==> src/rtl/cmp_pkg.sv <==
// Shared types and constants for the bit-serial magnitude comparator.
// Holds the FSM state enum, cascade init constants and the counter-width helper.
package cmp_pkg;

    typedef enum logic [1:0] {
        IDLE,
        SHIFT,
        DONE
    } cmp_state_t;

    // Running flags start as "equal so far, not greater".
    localparam logic E_INIT = 1'b1;
    localparam logic G_INIT = 1'b0;

    function automatic int cnt_width(input int width);
        return (width > 1) ? $clog2(width) : 1;
    endfunction

endpackage

==> src/rtl/cmp_bit_slice.sv <==
// One-bit equal/greater cascade cell used by the serial comparator.
// Ports: ai/bi bit pair, e_in/g_in running flags, msb_first scan order; e_out/g_out updated flags.
module cmp_bit_slice (
    input  logic ai,
    input  logic bi,
    input  logic e_in,
    input  logic g_in,
    input  logic msb_first,
    output logic e_out,
    output logic g_out
);

    logic same;

    always_comb begin
        same  = ~(ai ^ bi);
        e_out = e_in & same;
        if (msb_first) begin
            // First differing bit decides; later bits cannot change it.
            g_out = g_in | (e_in & ai & ~bi);
        end else begin
            // A differing higher bit overrides whatever lower bits said.
            g_out = (ai & ~bi) | (same & g_in);
        end
    end

endmodule

==> src/rtl/serial_mag_comparator.sv <==
// Bit-serial unsigned magnitude comparator: one bit pair per clock through one cascade cell.
// Ports: clk, rst (sync, active-high), in_valid/in_ready, a, b; busy, done pulse, eq/gt/lt flags.
module serial_mag_comparator
    import cmp_pkg::*;
#(
    parameter int WIDTH     = 8,
    parameter int LSB_FIRST = 0
) (
    input  logic             clk,
    input  logic             rst,
    input  logic             in_valid,
    output logic             in_ready,
    input  logic [WIDTH-1:0] a,
    input  logic [WIDTH-1:0] b,
    output logic             busy,
    output logic             done,
    output logic             eq,
    output logic             gt,
    output logic             lt
);

    localparam int CNT_W = cnt_width(WIDTH);
    localparam logic [CNT_W-1:0] LAST = CNT_W'(WIDTH - 1);

    cmp_state_t       state_q, state_d;
    logic [WIDTH-1:0] shift_a_q, shift_a_d;
    logic [WIDTH-1:0] shift_b_q, shift_b_d;
    logic [CNT_W-1:0] cnt_q, cnt_d;
    logic             e_run_q, e_run_d;
    logic             g_run_q, g_run_d;
    logic             eq_q, eq_d;
    logic             gt_q, gt_d;
    logic             lt_q, lt_d;

    logic ai, bi, e_nxt, g_nxt, accept;

    assign ai = (LSB_FIRST != 0) ? shift_a_q[0] : shift_a_q[WIDTH-1];
    assign bi = (LSB_FIRST != 0) ? shift_b_q[0] : shift_b_q[WIDTH-1];

    cmp_bit_slice u_slice (
        .ai        (ai),
        .bi        (bi),
        .e_in      (e_run_q),
        .g_in      (g_run_q),
        .msb_first (LSB_FIRST == 0),
        .e_out     (e_nxt),
        .g_out     (g_nxt)
    );

    assign in_ready = (state_q != SHIFT);
    assign busy     = (state_q == SHIFT);
    assign done     = (state_q == DONE);
    assign eq       = eq_q;
    assign gt       = gt_q;
    assign lt       = lt_q;
    assign accept   = in_valid & in_ready;

    always_comb begin
        state_d   = state_q;
        shift_a_d = shift_a_q;
        shift_b_d = shift_b_q;
        cnt_d     = cnt_q;
        e_run_d   = e_run_q;
        g_run_d   = g_run_q;
        eq_d      = eq_q;
        gt_d      = gt_q;
        lt_d      = lt_q;
        unique case (state_q)
            IDLE, DONE: begin
                state_d = IDLE;
                if (accept) begin
                    shift_a_d = a;
                    shift_b_d = b;
                    e_run_d   = E_INIT;
                    g_run_d   = G_INIT;
                    cnt_d     = '0;
                    state_d   = SHIFT;
                end
            end
            SHIFT: begin
                if (LSB_FIRST != 0) begin
                    shift_a_d = {1'b0, shift_a_q[WIDTH-1:1]};
                    shift_b_d = {1'b0, shift_b_q[WIDTH-1:1]};
                end else begin
                    shift_a_d = {shift_a_q[WIDTH-2:0], 1'b0};
                    shift_b_d = {shift_b_q[WIDTH-2:0], 1'b0};
                end
                e_run_d = e_nxt;
                g_run_d = g_nxt;
                if (cnt_q == LAST) begin
                    // Counter parks at the last index rather than wrapping.
                    eq_d    = e_nxt;
                    gt_d    = g_nxt;
                    lt_d    = ~e_nxt & ~g_nxt;
                    state_d = DONE;
                end else begin
                    cnt_d = cnt_q + CNT_W'(1);
                end
            end
            default: state_d = IDLE;
        endcase
    end

    always_ff @(posedge clk) begin
        if (rst) begin
            state_q   <= IDLE;
            shift_a_q <= '0;
            shift_b_q <= '0;
            cnt_q     <= '0;
            e_run_q   <= 1'b0;
            g_run_q   <= 1'b0;
            eq_q      <= 1'b0;
            gt_q      <= 1'b0;
            lt_q      <= 1'b0;
        end else begin
            state_q   <= state_d;
            shift_a_q <= shift_a_d;
            shift_b_q <= shift_b_d;
            cnt_q     <= cnt_d;
            e_run_q   <= e_run_d;
            g_run_q   <= g_run_d;
            eq_q      <= eq_d;
            gt_q      <= gt_d;
            lt_q      <= lt_d;
        end
    end

endmodule

==> config.mk <==
export PLATFORM = sky130hd
export DESIGN_NAME = serial_mag_comparator
export DESIGN_NICKNAME = d
export VERILOG_FILES = /design/src/rtl/cmp_pkg.sv /design/src/rtl/cmp_bit_slice.sv /design/src/rtl/serial_mag_comparator.sv
export SDC_FILE = /design/constraint.sdc
export NUM_CORES = 1
export LEC_CHECK = 0
export ABC_AREA = 1
export CAP_MARGIN = 15
export CORE_UTILIZATION = 49
export DETAILED_ROUTE_END_ITERATION = 7
export PLACE_DENSITY = 0.85
export RECOVER_POWER = 50
export SLEW_MARGIN = 0
export SYNTH_ARGS = -nofsm -noshare
export SYNTH_HDL_FRONTEND = slang
export SYNTH_SLANG_ARGS = --single-unit
export TNS_END_PERCENT = 20
==> constraint.sdc <==
create_clock -name clk -period 1.6 [get_ports clk]
set_clock_uncertainty 0.05 [all_clocks]
set_input_delay 0.16 -clock clk [delete_from_list [all_inputs] [get_ports clk]]
set_output_delay 0.16 -clock clk [all_outputs]
set_load 0.03 [all_outputs]
==> results.py, run 1 <==
metrics = {
    "sta": {
        "setup_violations": 0,
        "post-route-min-period_ps": 1440,
        "relSlewSlack_pct": 70.8,
        "fin_setup_tns_ps": 0,
        "min_period_over_period_pct": 90.2,
        "holdWs_ps": 356,
        "tightest_slew_ps": 439,
        "rsz0062_at_grt": "false",
        "fmax_mhz": 693,
        "finalMaxSlewViolations": 0,
        "final_hold_viol_count": 0,
    },
    "power_and_ir_drop": {
        "finalPower_uw": 1200,
        "p_leak_uw": 0.000630,
        "vdd_drop_max_v": 0.000545,
        "p_per_area_nw_per_um2": 861,
    },
    "detailed_routing": {
        "dr.pass1.iters": 4,
        "vias_per_cell": 4.97,
        "drc": 0,
        "drtIter0Drc": 13,
        "wl_um": 2360,
        "vias": 1038,
        "wl_per_cell_um": 11.3,
        "drtAntennaViolNets": 0,
    },
    "synthesis": {
        "synthTopCellsByCount": "nand2_1 (55), dfxtp_1 (26), nor2_1 (15), a21oi_1 (13), a21oi_2 (10)",
        "synth_ff_type": "dfxtp_1",
        "synth_edf_count": 0,
        "synth.area.top_cells": "dfxtp_1 (44%), nand2_1 (18%), a21oi_2 (7.4%)",
        "synth_top_cell_area_share_pct": 44.3,
        "async_reset_ff_share_pct": 0,
        "netlist_area_um2": 1180,
        "synthCells": 156,
        "synth_top_area_cell": "dfxtp_1",
        "syn_area_per_cell_um2": 7.54,
        "synth_most_common_cell": "nand2_1",
        "synth_seq_cells": 26,
        "seq_area_frac_synth_pct": 44.3,
        "yosys_warnings": 0,
        "synth_nets": 177,
        "yosys.cell_types.count": 22,
    },
    "place": {
        "dpl.cell_count": 206,
        "io_buffer_count": 24,
        "gp_congestion": 0.772,
        "dpl.hpwl_um": 1730,
    },
    "floorplanning": {
        "num_rows": 17,
        "start_util_pct": 52.7,
        "die_w_um": 51.0,
        "die_area_um2": 2600,
        "chipHeight_um": 51.0,
        "core_um2": 2230,
        "io_pins": 25,
    },
    "cts": {
        "cts_hold_buf": 0,
        "cts_num_sinks": 26,
        "cts_tree": "built",
        "cts_made_buffers": 3,
        "clockRootBuffer": "clkbuf_4",
        "postCtsSetupRepairBufs": 0,
        "clkTransAtPathRegs_ps": 130,
        "clock_latency_ps": 320,
        "h-tree-depth": 1,
        "cts_buffer_depth": 2,
    },
    "global_routing": {
        "grt_pass1_vias": 1011,
        "grt_start_max_net_pins": 23,
        "grt_usage_pct": 21.2,
        "overflow": 0,
        "antenna_found_initial": 0,
        "grt_pass1_wl_um": 4130,
    },
    "finish": {
        "antenna-diode-count": 0,
        "drive_gt1_share_pct": 12.7,
        "syn_to_final_growth_pct": 18.6,
        "stdcell_count": 209,
        "nNetsFinal": 204,
    },
    "worst_hold_path": {
        "hp-class": "input pin to flip-flop",
    },
    "worst_setup_path": {
        "critPathKind": "flip-flop to output pin",
        "end_kind": "output pin",
        "critPathArrivalTime_ps": 1230,
        "start_kind": "flip-flop",
        "worstPathRequired_ps": 1390,
        "path_max_fanout": 5,
    },
    "run": {
        "cap_violations": 0,
    },
    "status": {
        "status": "finished clean",
    },
}
-- power breakdown --
group          switching [uW]  internal (uW)  total [uW]
Sequential               25.3            684         710
Combinational             122           93.6         216
Clock                     187           88.2         275
Total                     335            866        1200
-- metrics by stage --
step | util, % | setup WS [ps] | cell area [um^2]
2_1_floorplan | - | 359 | 1180
3_3_place_gp | 63.8 | 231 | 1430
3_5_place_dp | 63.8 | 202 | 1430
4_1_cts | 64.7 | 12.6 | 1450
5_1_grt | 62.5 | 64.4 | 1400
6_report | 62.5 | 157 | 1400
-- metal layers --
| layer | up-vias | routed length, um | GRT usage (%) |
|---|---|---|---|
| li1 | 541 | - | - |
| met1 | 473 | 1040 | 23.8 |
| met4 | 0 | 7 | 8.33 |
| met3 | 2 | 84 | 4.17 |
| met5 | - | 0 | 0 |
| met2 | 22 | 1230 | 38.6 |
-- layout by cell type (no fill, tap or decap), types with 2 or more instances in the layout --
| cell type | instances |
|---|---|
| nand2_1 | 55 |
| dfxtp_1 | 25 |
| a21oi_1 | 20 |
| clkdlybuf4s50_1 | 18 |
| nor2_1 | 16 |
| inv_1 | 8 |
| nor2_2 | 7 |
| clkbuf_1 | 4 |
| o21ai_0 | 3 |
| nand2_2 | 3 |
| a21oi_2 | 3 |
| clkbuf_4 | 3 |
| inv_4 | 2 |
| nand3_1 | 2 |
| ha_1 | 2 |
| dlygate4sd2_1 | 2 |
| buf_4 | 2 |
-- state kept, by name, summed over array words and instances, names as in the netlist --
signal,cells
cnt_q,3
shift_a_q,8
shift_b_q,8
e_run_q,1
g_run_q,1
eq,1
state_q,2
gt,1
lt,1
-- worst max-delay path, stage by stage (launching register included) --
cell,delay (ps)
dfxtp_1,340
inv_1,70
nand2_4,100
dlygate4sd2_1,400
-- cell families after synthesis --
logic type | synth area share (%)
flops | 44.3
simple gates | 30.9
buf+inv | 7.87
fa+ha+maj | 2.13
compound gates | 14.9
-- layout make-up --
cell class | count | area (um^2)
clock buffers | 3 | 22.5
fillers | 225 | 838
inverters | 11 | 46.3
multi-input cells | 114 | 529
flip-flops and latches | 26 | 522
well taps | 28 | 35.0
repair buffers | 27 | 240
-- what timing repair did --
item | in CTS | in global routing
endpoints found under the setup margin | 2 | 4
pin swaps | 0 | 0
endpoints found under the hold margin | 0 | 0
cloned | 0 | 0
gates resized for setup | 2 | 4
-- path summary, 6_finish.rpt --
path	start	endpoint	slack [ps]	cells after the start
worst min register to register	cnt_q[0]	cnt_q[0]	430	1
worst max register to register	state_q[0]	shift_a_q[6]	210	6
worst max-delay path	state_q[1]	in_ready	160	3
worst min-delay path	b[0]	shift_b_q[0]	360	3
Note: power is estimated with default switching activity, not from simulation.
==> run 2: changes to the inputs <==
--- a/config.mk
+++ b/config.mk
@@ -7,6 +7,7 @@
 export LEC_CHECK = 0
 export ABC_AREA = 1
 export CAP_MARGIN = 15
+export CORE_ASPECT_RATIO = 1.4
 export CORE_UTILIZATION = 49
 export DETAILED_ROUTE_END_ITERATION = 7
 export PLACE_DENSITY = 0.85
==> run 2 against run 1 <==
The flow now finishes with violations (design-rule violations). Power fell by 0.49%. Non-clock buffer count stayed put. Global-route usage fell by 2.3 points. Combinational power rose by 3%. Die area up 0.12%. Core utilization rose by 1.4 points. Sequential cell count stayed put. Final area is 1.9% higher. Cell count decreased by 2.9%. Clock-buffer cell count did not move. Hold slack lost 5.2 ps. Sequential power hardly changed. Critical path type unchanged. Highest routed layer unchanged.
==> results.py, run 2 (synthesis results as in run 1) <==
metrics = {
    "status": {
        "status": "finished, violations left",
        "failed_checks": "design-rule violations",
    },
    "power_and_ir_drop": {
        "p_leak_uw": 0.000628,
        "p_per_area_nw_per_um2": 841,
        "clockPowerShare_pct": 22.0,
        "vdd_drop_max_v": 0.000462,
        "pwr-share-seq_pct": 59.3,
        "netSwitchingFraction_pct": 26.9,
        "p_int_uw": 874,
        "p_switching_uw": 321,
        "power_frac_comb_pct": 18.7,
    },
    "worst_setup_path": {
        "path_max_fanout": 2,
        "critPathKind": "flip-flop to output pin",
        "start_kind": "flip-flop",
        "critPathArrivalTime_ps": 1340,
        "startpoint": "lt",
        "worstPathRequired_ps": 1390,
        "end_kind": "output pin",
        "path_buf_inv": 1,
        "critical_path_depth": 1,
        "reg2reg_from": "cnt_q[0]",
        "rr_endpoint": "cnt_q[1]",
        "cpLargestDelayFamily": "buffers and inverters",
        "cp-endpoint": "lt",
        "max_stage_delay_ps": 670,
        "cp_slowest_cell": "clkdlybuf4s50_1",
        "rrSetupSlack_ps": 220,
        "worstPathCellList": "clkdlybuf4s50_1",
        "reg2regPathDepth": 6,
    },
    "detailed_routing": {
        "dr.pass1.iters": 6,
        "drtIter0Drc": 26,
        "wl_um": 2130,
        "vias": 1028,
        "wl_per_cell_um": 10.5,
        "drc": 6,
        "drtAntennaViolNets": 0,
        "vias_per_cell": 5.06,
    },
    "global_routing": {
        "grt_pass1_vias": 951,
        "grt_usage_pct": 18.9,
        "overflow": 0,
        "antenna_found_initial": 0,
        "grt_start_max_net_pins": 19,
        "grt_pass1_wl_um": 3720,
    },
    "worst_hold_path": {
        "hp-class": "input pin to flip-flop",
    },
    "run": {
        "cap_violations": 0,
    },
    "finish": {
        "final_area_um2": 1420,
        "final_common_cell": "nand2_1",
        "antenna-diode-count": 0,
        "num-fill-cells": 206,
        "stdcell_count": 203,
        "drive_gt1_share_pct": 14.4,
        "ff_latch_area_um2": 520,
        "multi_input_area_um2": 537,
        "syn_to_final_growth_pct": 20.9,
        "layout_common_cells": "nand2_1 (56), dfxtp_1 (26), clkdlybuf4s50_1 (21)",
        "top_regs": "shift_a_q: 8 flops, shift_b_q: 8 flops, cnt_q: 3 flops",
        "nNetsFinal": 204,
    },
    "cts": {
        "cts_hold_buf": 0,
        "clockRootBuffer": "clkbuf_4",
        "h-tree-depth": 1,
        "cts_tree": "built",
        "cts_buffer_depth": 2,
        "cts_made_buffers": 3,
        "clock_latency_ps": 320,
        "clkTransAtPathRegs_ps": 120,
        "cts_num_sinks": 26,
    },
    "sta": {
        "tightest_slew_ps": 431,
        "finalMaxSlewViolations": 0,
        "final_hold_viol_count": 0,
        "fmax_mhz": 645,
        "relSlewSlack_pct": 71.2,
        "setup_violations": 0,
        "rsz0062_at_grt": "false",
        "post-route-min-period_ps": 1550,
        "min_period_over_period_pct": 96.9,
        "fin_setup_tns_ps": 0,
    },
    "floorplanning": {
        "die_area_um2": 2600,
        "core_um2": 2230,
        "die_w_um": 43.4,
        "start_util_pct": 52.8,
        "chipHeight_um": 60.0,
        "num_rows": 20,
        "io_pins": 25,
    },
    "place": {
        "placed_area_um2": 1430,
        "dpl.cell_count": 200,
        "dpl.hpwl_um": 1550,
        "io_buffer_count": 24,
        "gp_congestion": 0.756,
    },
}
==> run 2: cell types whose count changed in the layout (fill, tap and decap cells not counted), moves of 2 or more <==
cell and change:
clkbuf_1 -4, a21oi_2 +2, a21oi_1 -2, clkdlybuf4s50_1 +3
==> run 2: through the flow <==
stage | total power [uW] | setup WS [ps] | hold WS, ps | util, %
floorplan | 886 | 359 | 172 | -
global placement | 955 | 194 | 398 | 64.2
detailed placement | 962 | 161 | 407 | 64.2
CTS | 1230 | 30.6 | 340 | 65.1
global route | 1260 | 3.68 | 369 | 63.8
finish | 1190 | 49.3 | 350 | 63.8
==> run 2: power groups by stage <==
stage | clock network, uW | logic (uW) | registers (uW)
after global placement | 0 | 231 | 723
after floorplan | 0 | 166 | 720
after CTS | 282 | 237 | 711
after global routing | 296 | 251 | 714
after detailed placement | 0 | 237 | 725
final | 263 | 223 | 709
==> run 2: how the worst min path moves through the flow <==
stage / slack, ps / to / start / cells after the start
after CTS: 340 / shift_b_q[0] / b[0] / 3
after floorplan: 170 / shift_b_q[0] / rst / 1
after detailed placement: 410 / cnt_q[0] / cnt_q[0] / 1
after global placement: 400 / cnt_q[0] / cnt_q[0] / 1
final: 350 / shift_b_q[0] / b[0] / 3
after global routing: 370 / shift_b_q[0] / b[0] / 3
==> run 2: layer usage <==
metal	global-route usage [%]	vias to the layer above	wire [um]
met5	0	-	0
met4	10.7	0	55
met3	1.81	5	91
met2	35.5	20	977
met1	20.2	463	1000
li1	-	540	-
==> run 2: area by class of cell <==
type	count	share of cell area [%]
Clock buffer	3	1.58
Timing Repair Buffer	27	19.0
Multi-Input combinational cell	114	37.8
Tap cell	22	1.94
Inverter	11	3.08
Sequential cell	26	36.6
==> run 2: repair_timing <==
action | CTS | global route
buffers inserted | 0 | 0
endpoints found under the setup margin | 2 | 0
resized for setup | 2 | 0
hold endpoints to repair | 0 | 0
==> run 3: changes to the inputs <==
--- a/config.mk
+++ b/config.mk
@@ -8,9 +8,10 @@
 export ABC_AREA = 1
 export CAP_MARGIN = 15
 export CORE_ASPECT_RATIO = 1.4
-export CORE_UTILIZATION = 49
+export CORE_UTILIZATION = 60
 export DETAILED_ROUTE_END_ITERATION = 7
-export PLACE_DENSITY = 0.85
+export DONT_BUFFER_PORTS = 1
+export PLACE_DENSITY = 0.84
 export RECOVER_POWER = 50
 export SLEW_MARGIN = 0
 export SYNTH_ARGS = -nofsm -noshare
==> constraint.sdc (replaced) <==
create_clock -name clk -period 1.6 [get_ports clk]
set_clock_uncertainty 0.05 [all_clocks]
set_input_delay 0.48 -clock clk [delete_from_list [all_inputs] [get_ports clk]]
set_output_delay 0.48 -clock clk [all_outputs]
set_load 0.03 [all_outputs]
==> run 3 against run 2 <==
Final area down 17%. Die area shrank 18%. Worst setup slack lost 8.1 ps. Sequential cell count stayed put. Routed wire length decreased by 6.6%. Largest power group unchanged. The flow now finishes without violations. Maximum frequency shrank 0.52%.
==> results.py, run 3 (synthesis results as in run 1) <==
metrics = {
    "cts": {
        "clock_latency_ps": 320,
        "cts_made_buffers": 3,
        "cts_buffer_depth": 2,
        "cts_num_sinks": 26,
        "clockRootBuffer": "clkbuf_4",
        "h-tree-depth": 1,
        "cts_tree": "built",
        "clkTransAtPathRegs_ps": 140,
        "postCtsSetupRepairBufs": 0,
    },
    "floorplanning": {
        "start_util_pct": 65.3,
        "num_rows": 18,
        "chipHeight_um": 54.4,
        "die_w_um": 39.4,
        "core_um2": 1800,
        "io_pins": 25,
        "die_area_um2": 2140,
    },
    "finish": {
        "top_regs": "shift_a_q: 8 flops, shift_b_q: 8 flops, cnt_q: 3 flops",
        "nNetsFinal": 179,
        "syn_to_final_growth_pct": 0.532,
        "antenna-diode-count": 0,
        "final_common_cell": "nand2_1",
        "drive_gt1_share_pct": 16.6,
        "layout_common_cells": "nand2_1 (55), dfxtp_1 (25), a21oi_1 (19)",
        "num-fill-cells": 173,
    },
    "global_routing": {
        "grt_pass1_wl_um": 3100,
        "grt_usage_pct": 20.3,
        "antenna_found_initial": 0,
        "overflow": 0,
        "grt_pass1_vias": 787,
        "grt_start_max_net_pins": 24,
    },
    "worst_setup_path": {
        "cp_slowest_cell": "dfxtp_2",
        "max_stage_delay_ps": 420,
        "path_max_fanout": 5,
        "end_kind": "output pin",
        "cpLargestDelayFamily": "flip-flops",
        "critPathKind": "flip-flop to output pin",
        "worstPathRequired_ps": 1070,
        "critPathArrivalTime_ps": 1030,
        "path_buf_inv": 1,
        "start_kind": "flip-flop",
        "worstPathCellList": "nand2_4 -> buf_4",
    },
    "sta": {
        "tightest_slew_ps": 651,
        "fin_setup_tns_ps": 0,
        "finalWorstSetupSlack_ps": 41.3,
        "setup_violations": 0,
        "finalMaxSlewViolations": 0,
        "final_hold_viol_count": 0,
        "min_period_over_period_pct": 97.4,
        "relSlewSlack_pct": 56.6,
        "fmax_mhz": 642,
        "post-route-min-period_ps": 1560,
        "rsz0062_at_grt": "false",
    },
    "detailed_routing": {
        "wl_per_cell_um": 11.2,
        "drtAntennaViolNets": 0,
        "drc": 0,
        "dr.pass1.iters": 4,
        "wl_um": 1990,
        "vias": 945,
        "vias_per_cell": 5.34,
        "drtIter0Drc": 15,
    },
    "place": {
        "dp_slack_ps": 276,
        "io_buffer_count": 0,
        "dpl.hpwl_um": 1430,
        "gp_congestion": 0.754,
    },
    "worst_hold_path": {
        "hp-class": "input pin to flip-flop",
    },
    "power_and_ir_drop": {
        "p_int_uw": 877,
        "p_leak_uw": 0.000528,
        "clockPowerShare_pct": 27.6,
        "netSwitchingFraction_pct": 26.6,
        "pwr-share-seq_pct": 59.4,
        "p_switching_uw": 318,
        "p_per_area_nw_per_um2": 1010,
        "vdd_drop_max_v": 0.000566,
        "power_frac_comb_pct": 13.0,
    },
    "run": {
        "cap_violations": 0,
    },
    "status": {
        "status": "finished clean",
    },
}
-- run 3: metrics by stage --
step | cells | hold WS, ps | total power (uW) | utilization (%) | instance area [um^2]
6_report | 177 | 143 | 1190 | 65.6 | 1180
5_1_grt | 177 | 133 | 1250 | 65.6 | 1180
4_1_cts | 177 | 142 | 1210 | 67.0 | 1210
3_5_place_dp | 173 | 404 | 892 | 64.9 | 1170
3_3_place_gp | 173 | 389 | 884 | 64.9 | 1170
2_1_floorplan | 156 | 382 | 886 | - | 1180
-- run 3: final cells by class --
class / instances / area [um^2] / share of cell area (%)
multi-input cells: 114 / 536 / 45.3
flip-flops and latches: 26 / 522 / 44.1
inverters: 11 / 48.8 / 4.13
clock buffers: 4 / 36.3 / 3.07
well taps: 20 / 25.0 / 2.12
repair buffers: 2 / 15.0 / 1.27
-- run 3: power by group through the flow --
| stage | clock (uW) | combinational (uW) | sequential (uW) |
|---|---|---|---|
| detailed placement | 0 | 166 | 726 |
| floorplan | 0 | 166 | 720 |
| global route | 351 | 180 | 715 |
| CTS | 334 | 166 | 713 |
| global placement | 0 | 161 | 723 |
| finish | 329 | 156 | 710 |
-- run 3: worst register-to-register path, cell delays in order (launching register included) --
cell and delay [ps]:
dfxtp_2 380, nor2_2 530, nor2_1 190, nand2_1 90, a21oi_1 60
-- run 3: worst paths after layout --
| kind | startpoint | slack, ps | depth (start not counted) | endpoint |
|---|---|---|---|---|
| max reg2reg | state_q[0] | 210 | 4 | cnt_q[1] |
| min | rst | 140 | 1 | shift_b_q[0] |
| max | state_q[0] | 40 | 2 | in_ready |
| min reg2reg | shift_b_q[0] | 420 | 2 | shift_b_q[0] |
-- run 3: what timing repair did --
action / CTS / global route
pin swaps: 0 / 0
setup endpoints to repair: 3 / 1
hold buffers: 0 / 0
resized for setup: 1 / 1
-- run 3: layer usage --
| layer | track usage (%) | up-vias | wire, um |
|---|---|---|---|
| met5 | 0 | - | 0 |
| met4 | 8.62 | 0 | 25 |
| met3 | 2.44 | 4 | 91 |
| met2 | 37.4 | 23 | 1030 |
| met1 | 22.5 | 426 | 845 |
| li1 | - | 492 | - |
